File: config.mk
export PLATFORM = sky130hd
export DESIGN_NAME = ms_uart_rx_fifo
export DESIGN_NICKNAME = d
export VERILOG_FILES = /design/src/rtl/ms_uart_pkg.sv /design/src/rtl/ms_uart_sync_edge.sv /design/src/rtl/ms_uart_rx_fifo.sv
export SDC_FILE = /design/constraint.sdc
export NUM_CORES = 1
export LEC_CHECK = 0
export ABC_CLOCK_PERIOD_IN_PS = 2700
export BUFFER_PORTS_ARGS = -buffer_cell sky130_fd_sc_hd__clkbuf_2
export CAP_MARGIN = 20
export CORE_MARGIN = 3
export CORE_UTILIZATION = 59
export DETAILED_ROUTE_END_ITERATION = 8
export GPL_TIMING_DRIVEN = 0
export PLACE_DENSITY = 0.8
export REMOVE_ABC_BUFFERS = 1
export SETUP_SLACK_MARGIN = 0.5
export SYNTH_ARGS = -nofsm -noshare
export SYNTH_HDL_FRONTEND = slang
export SYNTH_SLANG_ARGS = --single-unit
File: constraint.sdc
create_clock -name CLK -period 2.7 [get_ports CLK]
set_clock_uncertainty 0.2 [all_clocks]
set_input_delay 0.135 -clock CLK [delete_from_list [all_inputs] [get_ports CLK]]
set_output_delay 0.135 -clock CLK [all_outputs]
set_load 0.005 [all_outputs]
File: src/rtl/ms_uart_pkg.sv
// Shared defaults and entry layout for the UART receive buffer.
package ms_uart_pkg;

    localparam int DATA_W_DEF = 8;
    localparam int DEPTH_DEF  = 8;
    localparam int ADDR_W_DEF = $clog2(DEPTH_DEF);

    // A stored entry is {err, data}; the parity flag sits just above the byte.
    localparam int ERR_IDX_DEF = DATA_W_DEF;

    function automatic int err_idx(input int data_w);
        return data_w;
    endfunction

endpackage

File: src/rtl/ms_uart_sync_edge.sv
// Two-stage sampler for a bus plus strobe, with a rising-edge pulse on the strobe.
module ms_uart_sync_edge #(
    parameter int W       = 8,
    parameter bit STB_RST = 1'b1
) (
    input  logic         clk,
    input  logic         srst,
    input  logic [W-1:0] bus,
    input  logic         stb,
    output logic [W-1:0] bus_s,
    output logic         rise
);

    logic [W-1:0] bus_s1_reg;
    logic [W-1:0] bus_s2_reg;
    logic         stb_s1_reg;
    logic         stb_s2_reg;
    logic         stb_s3_reg;

    // Strobe stages reset to STB_RST so a level already high at release is not an edge.
    always_ff @(posedge clk) begin
        if (srst) begin
            bus_s1_reg <= '0;
            bus_s2_reg <= '0;
            stb_s1_reg <= STB_RST;
            stb_s2_reg <= STB_RST;
            stb_s3_reg <= STB_RST;
        end else begin
            bus_s1_reg <= bus;
            bus_s2_reg <= bus_s1_reg;
            stb_s1_reg <= stb;
            stb_s2_reg <= stb_s1_reg;
            stb_s3_reg <= stb_s2_reg;
        end
    end

    assign bus_s = bus_s2_reg;
    assign rise  = stb_s2_reg & ~stb_s3_reg;

endmodule

File: src/rtl/ms_uart_rx_fifo.sv
// Show-ahead receive FIFO fed by the UART receiver, with sticky overflow on drop.
module ms_uart_rx_fifo
    import ms_uart_pkg::*;
#(
    parameter int DATA_W = DATA_W_DEF,
    parameter int DEPTH  = DEPTH_DEF,
    parameter int ADDR_W = ADDR_W_DEF
) (
    input  logic              CLK,
    input  logic              RESETN,
    input  logic [DATA_W-1:0] RX_DATA,
    input  logic              RX_DONE,
    input  logic              RX_ERR,
    input  logic              RD_READY,
    input  logic              CLR_OVF,
    output logic [DATA_W-1:0] RD_DATA,
    output logic              RD_ERR,
    output logic              RD_VALID,
    output logic              FULL,
    output logic [ADDR_W:0]   COUNT,
    output logic              OVERFLOW
);

    localparam int ERR_BIT = err_idx(DATA_W);

    logic [DATA_W:0]   entry_s2;
    logic              push_req;
    logic [DATA_W:0]   mem [DEPTH];
    logic [DATA_W:0]   head;
    logic [ADDR_W-1:0] wr_ptr_reg;
    logic [ADDR_W-1:0] rd_ptr_reg;
    logic [ADDR_W:0]   count_reg;
    logic [ADDR_W:0]   count_next;
    logic              overflow_reg;
    logic              pop;
    logic              push_ok;
    logic              ovf_evt;

    ms_uart_sync_edge #(
        .W       (DATA_W + 1),
        .STB_RST (1'b1)
    ) u_sync (
        .clk   (CLK),
        .srst  (RESETN),
        .bus   ({RX_ERR, RX_DATA}),
        .stb   (RX_DONE),
        .bus_s (entry_s2),
        .rise  (push_req)
    );

    assign RD_VALID = (count_reg != '0);
    assign FULL     = (count_reg == (ADDR_W + 1)'(DEPTH));
    assign pop      = RD_VALID & RD_READY;
    // At full, a same-cycle pop frees the head slot, which is exactly where wr_ptr points.
    assign push_ok  = push_req & (~FULL | pop);
    assign ovf_evt  = push_req & FULL & ~pop;

    always_comb begin
        count_next = count_reg;
        case ({push_ok, pop})
            2'b10:   count_next = count_reg + 1'b1;
            2'b01:   count_next = count_reg - 1'b1;
            default: count_next = count_reg;
        endcase
    end

    always_ff @(posedge CLK) begin
        if (push_ok) begin
            mem[wr_ptr_reg] <= entry_s2;
        end
    end

    always_ff @(posedge CLK) begin
        if (RESETN) begin
            wr_ptr_reg   <= '0;
            rd_ptr_reg   <= '0;
            count_reg    <= '0;
            overflow_reg <= 1'b0;
        end else begin
            if (push_ok) begin
                wr_ptr_reg <= wr_ptr_reg + 1'b1;
            end
            if (pop) begin
                rd_ptr_reg <= rd_ptr_reg + 1'b1;
            end
            count_reg <= count_next;
            if (ovf_evt) begin
                overflow_reg <= 1'b1;
            end else if (CLR_OVF) begin
                overflow_reg <= 1'b0;
            end
        end
    end

    assign head     = RD_VALID ? mem[rd_ptr_reg] : '0;
    assign RD_DATA  = head[DATA_W-1:0];
    assign RD_ERR   = head[ERR_BIT];
    assign COUNT    = count_reg;
    assign OVERFLOW = overflow_reg;

endmodule

==> key figures <==
Outcome
  • Status: finished clean

Floorplan
  • Die height: 89.43 µm
  • Die Area: about 8000 µm²
  • Chip Width: 89.43 µm
  • Core area: 6531 µm²
  • Top-Level Pins: 30
  • Row Count: 29
  • Starting Density: 0.6287

STA
  • Final Hold Fails: 0
  • Worst setup margin: 567.0 ps
  • Slew margin rel.: 0.5373
  • Period utilization: 0.7900
  • Least-Margin Pin Slew: 694.0 ps
  • Setup TNS: 0 ps
  • Unrepaired setup endpoints after global routing: false
  • Slew Viols, Final: 0
  • Fmax: ~470 MHz
  • Final Setup Violations: 0
  • Crit path time final: 2133 ps

Synth
  • Seq cells post-synth: 107
  • Synthesized area per cell: around 16 µm²
  • Post-synth top cells: 72 x edfxtp_1, 35 x dfxtp_1, 22 x nor2_1, 21 x nor2b_1, 18 x mux4_2
  • Synth Area in Simple Gates: 0.09202
  • Post-synth cell types: 43
  • Synth Area in Adders: 0.009141
  • Post-synthesis mux area share: 0.1310
  • Number of synthesized flops with an enable pin: 72
  • Post-synthesis async set-or-reset flop share: 0
  • Yosys Warn Count: 0
  • Area contributors post-synth: edfxtp_1 53%, dfxtp_1 17%, mux4_2 9.9%, nor2b_1 3.2%, mux2i_1 2.7%
  • Seq/Total Area, Yosys: 0.6971
  • Top_reg_cell synth: edfxtp_1
  • Post-Synth XOR/XNOR Area: 0.01493
  • Synthesized area: 4106 µm²
  • Largest area contributor in the netlist: edfxtp_1
  • Largest family of logic cells by synthesized area: multiplexers
  • Most common cell in the synthesized netlist: edfxtp_1
  • Synth top area share: 0.5265
  • Compound-Gate Fraction of Synth Area: 0.03230
  • Instance count of the mapped netlist: 250

Drt
  • Routed vias/inst: 5.737
  • Final ANT Viol Nets: 0
  • DRC: 0
  • Pre-antenna DRT Iters: 4
  • Vias: roughly 2.2k
  • Wire length per cell: 18.81 µm
  • Post-Route WL: 7.297 mm
  • DRT iter0 DRCs: 171

Setup path
  • Required time worst endpoint: 2610 ps
  • Crit path kind: reg2reg
  • Crit-path most repeated cell: buf_4
  • Critical Path Slowest Stage Cell: or4b_4
  • Crit path launch type: flip-flop
  • WP data arrival: 2040 ps
  • Buffers and inverters on the worst path: 2
  • Crit-path cells: or4b_4 > o211ai_1 > buf_4 > nor3_4 > buf_4
  • CP max stage delay: 600 ps
  • Critical path endpoint category: flip-flop
  • Delay-heaviest family, CP: simple AND/OR/NAND/NOR gates
  • Worst Path Max Fanout: 10

Placement
  • Final HPWL DP: 4.119 mm
  • Dpl cell area: about 4300 µm²
  • Placement Setup Slack: -286.1 ps
  • GPL Wtd Cong: 0.7359
  • PortBufs: 29
  • Inst Count DP: 343

CTS
  • Clk buf depth: 2
  • TritonCTS Buffers: 9
  • CTS tree: built
  • Clk Latency, worst-skew pair: 340 ps
  • CTS Root Cell: clkbuf_8
  • Clk slew on worst S/H paths: 90 ps
  • H-tree levels: 3
  • Sink Count: 107

Finish
  • Largest register FFs: between 70 and 80
  • Layout Cells excl Fill: 388
  • ANT cells: 0
  • Layout cells sized above 1: 0.3505
  • Final Net Count: ~320
  • Fill cell count: 393
  • Post-Layout Inst Area: 4890 µm²
  • Layout Area Growth over Synthesis: 19.07%

Global routing
  • Vias in the first global route: 2221
  • First-pass GRT wire length: 11.45 mm
  • Largest net degree at the start of global routing: 36
  • Initial antenna violation count: 0
  • Grt total ovfl: 0
  • GR Util All Layers: 0.2028

Flow run
  • MaxCap Viol Count: 0

Hold path
  • Hold Path Class: in2reg

Pwr
  • Power Dens Cells: around 770 nW/µm²
  • Lkg Pwr: around 0.0017 µW
  • Max VDD drop: 0.6635 mV
-- where the power goes --
part	switching, µW	leakage, µW	internal, µW
combinational	394	0.000661	556
sequential	97.3	0.000951	1800
clock	501	0.0000932	393
total	993	0.00170	2750
-- final timing paths --
path	from	endpoint	slack [ps]	depth (start not counted)
worst max-delay path	COUNT[0]	mem[4][2]	570	5
worst min-delay path	RESETN	flip-flop	220	2
worst max register to register	COUNT[0]	mem[4][2]	570	5
worst min register to register	u_sync.stb_s1_reg	u_sync.stb_s2_reg	220	1
-- layout by cell type, fill, tap and decap left out, types with 2 or more instances in the layout --
| cell | Yosys | final |
|---|---|---|
| a21oi_1 | 5 | 5 |
| buf_12 | 0 | 2 |
| buf_4 | 1 | 16 |
| clkbuf_2 | 1 | 28 |
| clkbuf_8 | 0 | 11 |
| clkinv_4 | 0 | 2 |
| dfxtp_1 | 35 | 29 |
| dfxtp_2 | 0 | 2 |
| dfxtp_4 | 0 | 4 |
| dlygate4sd3_1 | 0 | 12 |
| edfxtp_1 | 72 | 72 |
| ha_1 | 3 | 2 |
| inv_1 | 2 | 2 |
| mux2i_1 | 11 | 11 |
| mux4_2 | 18 | 18 |
| nand2_1 | 3 | 3 |
| nand2b_1 | 3 | 3 |
| nand3_1 | 2 | 2 |
| nor2_1 | 22 | 19 |
| nor2_4 | 0 | 3 |
| nor2b_1 | 21 | 20 |
| nor3_4 | 0 | 4 |
| nor4_4 | 1 | 2 |
| o211ai_1 | 2 | 2 |
| or2_2 | 3 | 3 |
| xnor2_1 | 3 | 3 |
| xor2_1 | 4 | 4 |
-- kinds of logic after synthesis --
family                     count (synthesis)
adders and majority gates                  3
and+or+nand+nor                           67
DFF                                      107
muxes                                     31
AOI/OAI and AO/OA                         17
buffers and inverters                     18
xor gates and xnor gates                   7
-- cell type report --
class	instances	area (µm²)	share of cell area
clock buffer	12	155.1	0.03173
clock inverter	4	33.78	0.006909
inverter	3	13.76	0.002815
multi-input combinational	125	1257	0.2572
sequential	107	2880	0.5890
tap	77	96.34	0.01970
timing repair buffer	60	452.9	0.09263
-- through the flow --
| stage | util | hold slack [ps] | total power, µW |
|---|---|---|---|
| 2_1_floorplan | - | 4.066 | 2395 |
| 3_3_place_gp | 0.6531 | 121.1 | 2608 |
| 3_5_place_dp | 0.6625 | 121.1 | 2668 |
| 4_1_cts | 0.7389 | 222.5 | 3715 |
| 5_1_grt | 0.7487 | 242.1 | 3938 |
| 6_report | 0.7487 | 218.6 | 3743 |
-- routing by layer --
| metal | wire (µm) | track usage | share of wire |
|---|---|---|---|
| met5 | 0 | 0 | 0 |
| met4 | 70 | 0.06495 | 0.0096 |
| met3 | 315 | 0.04424 | 0.043 |
| met2 | 4042 | 0.3624 | 0.55 |
| met1 | 2869 | 0.2452 | 0.39 |
-- what timing repair did --
item,4_1_cts,5_1_grt
resized for setup,21,6
pin swaps,5,1
setup endpoints to repair,84,38
endpoints found under the hold margin,13,0
setup buffers,10,7
hold buffers,12,0
Power figures use the tool's default switching activity.
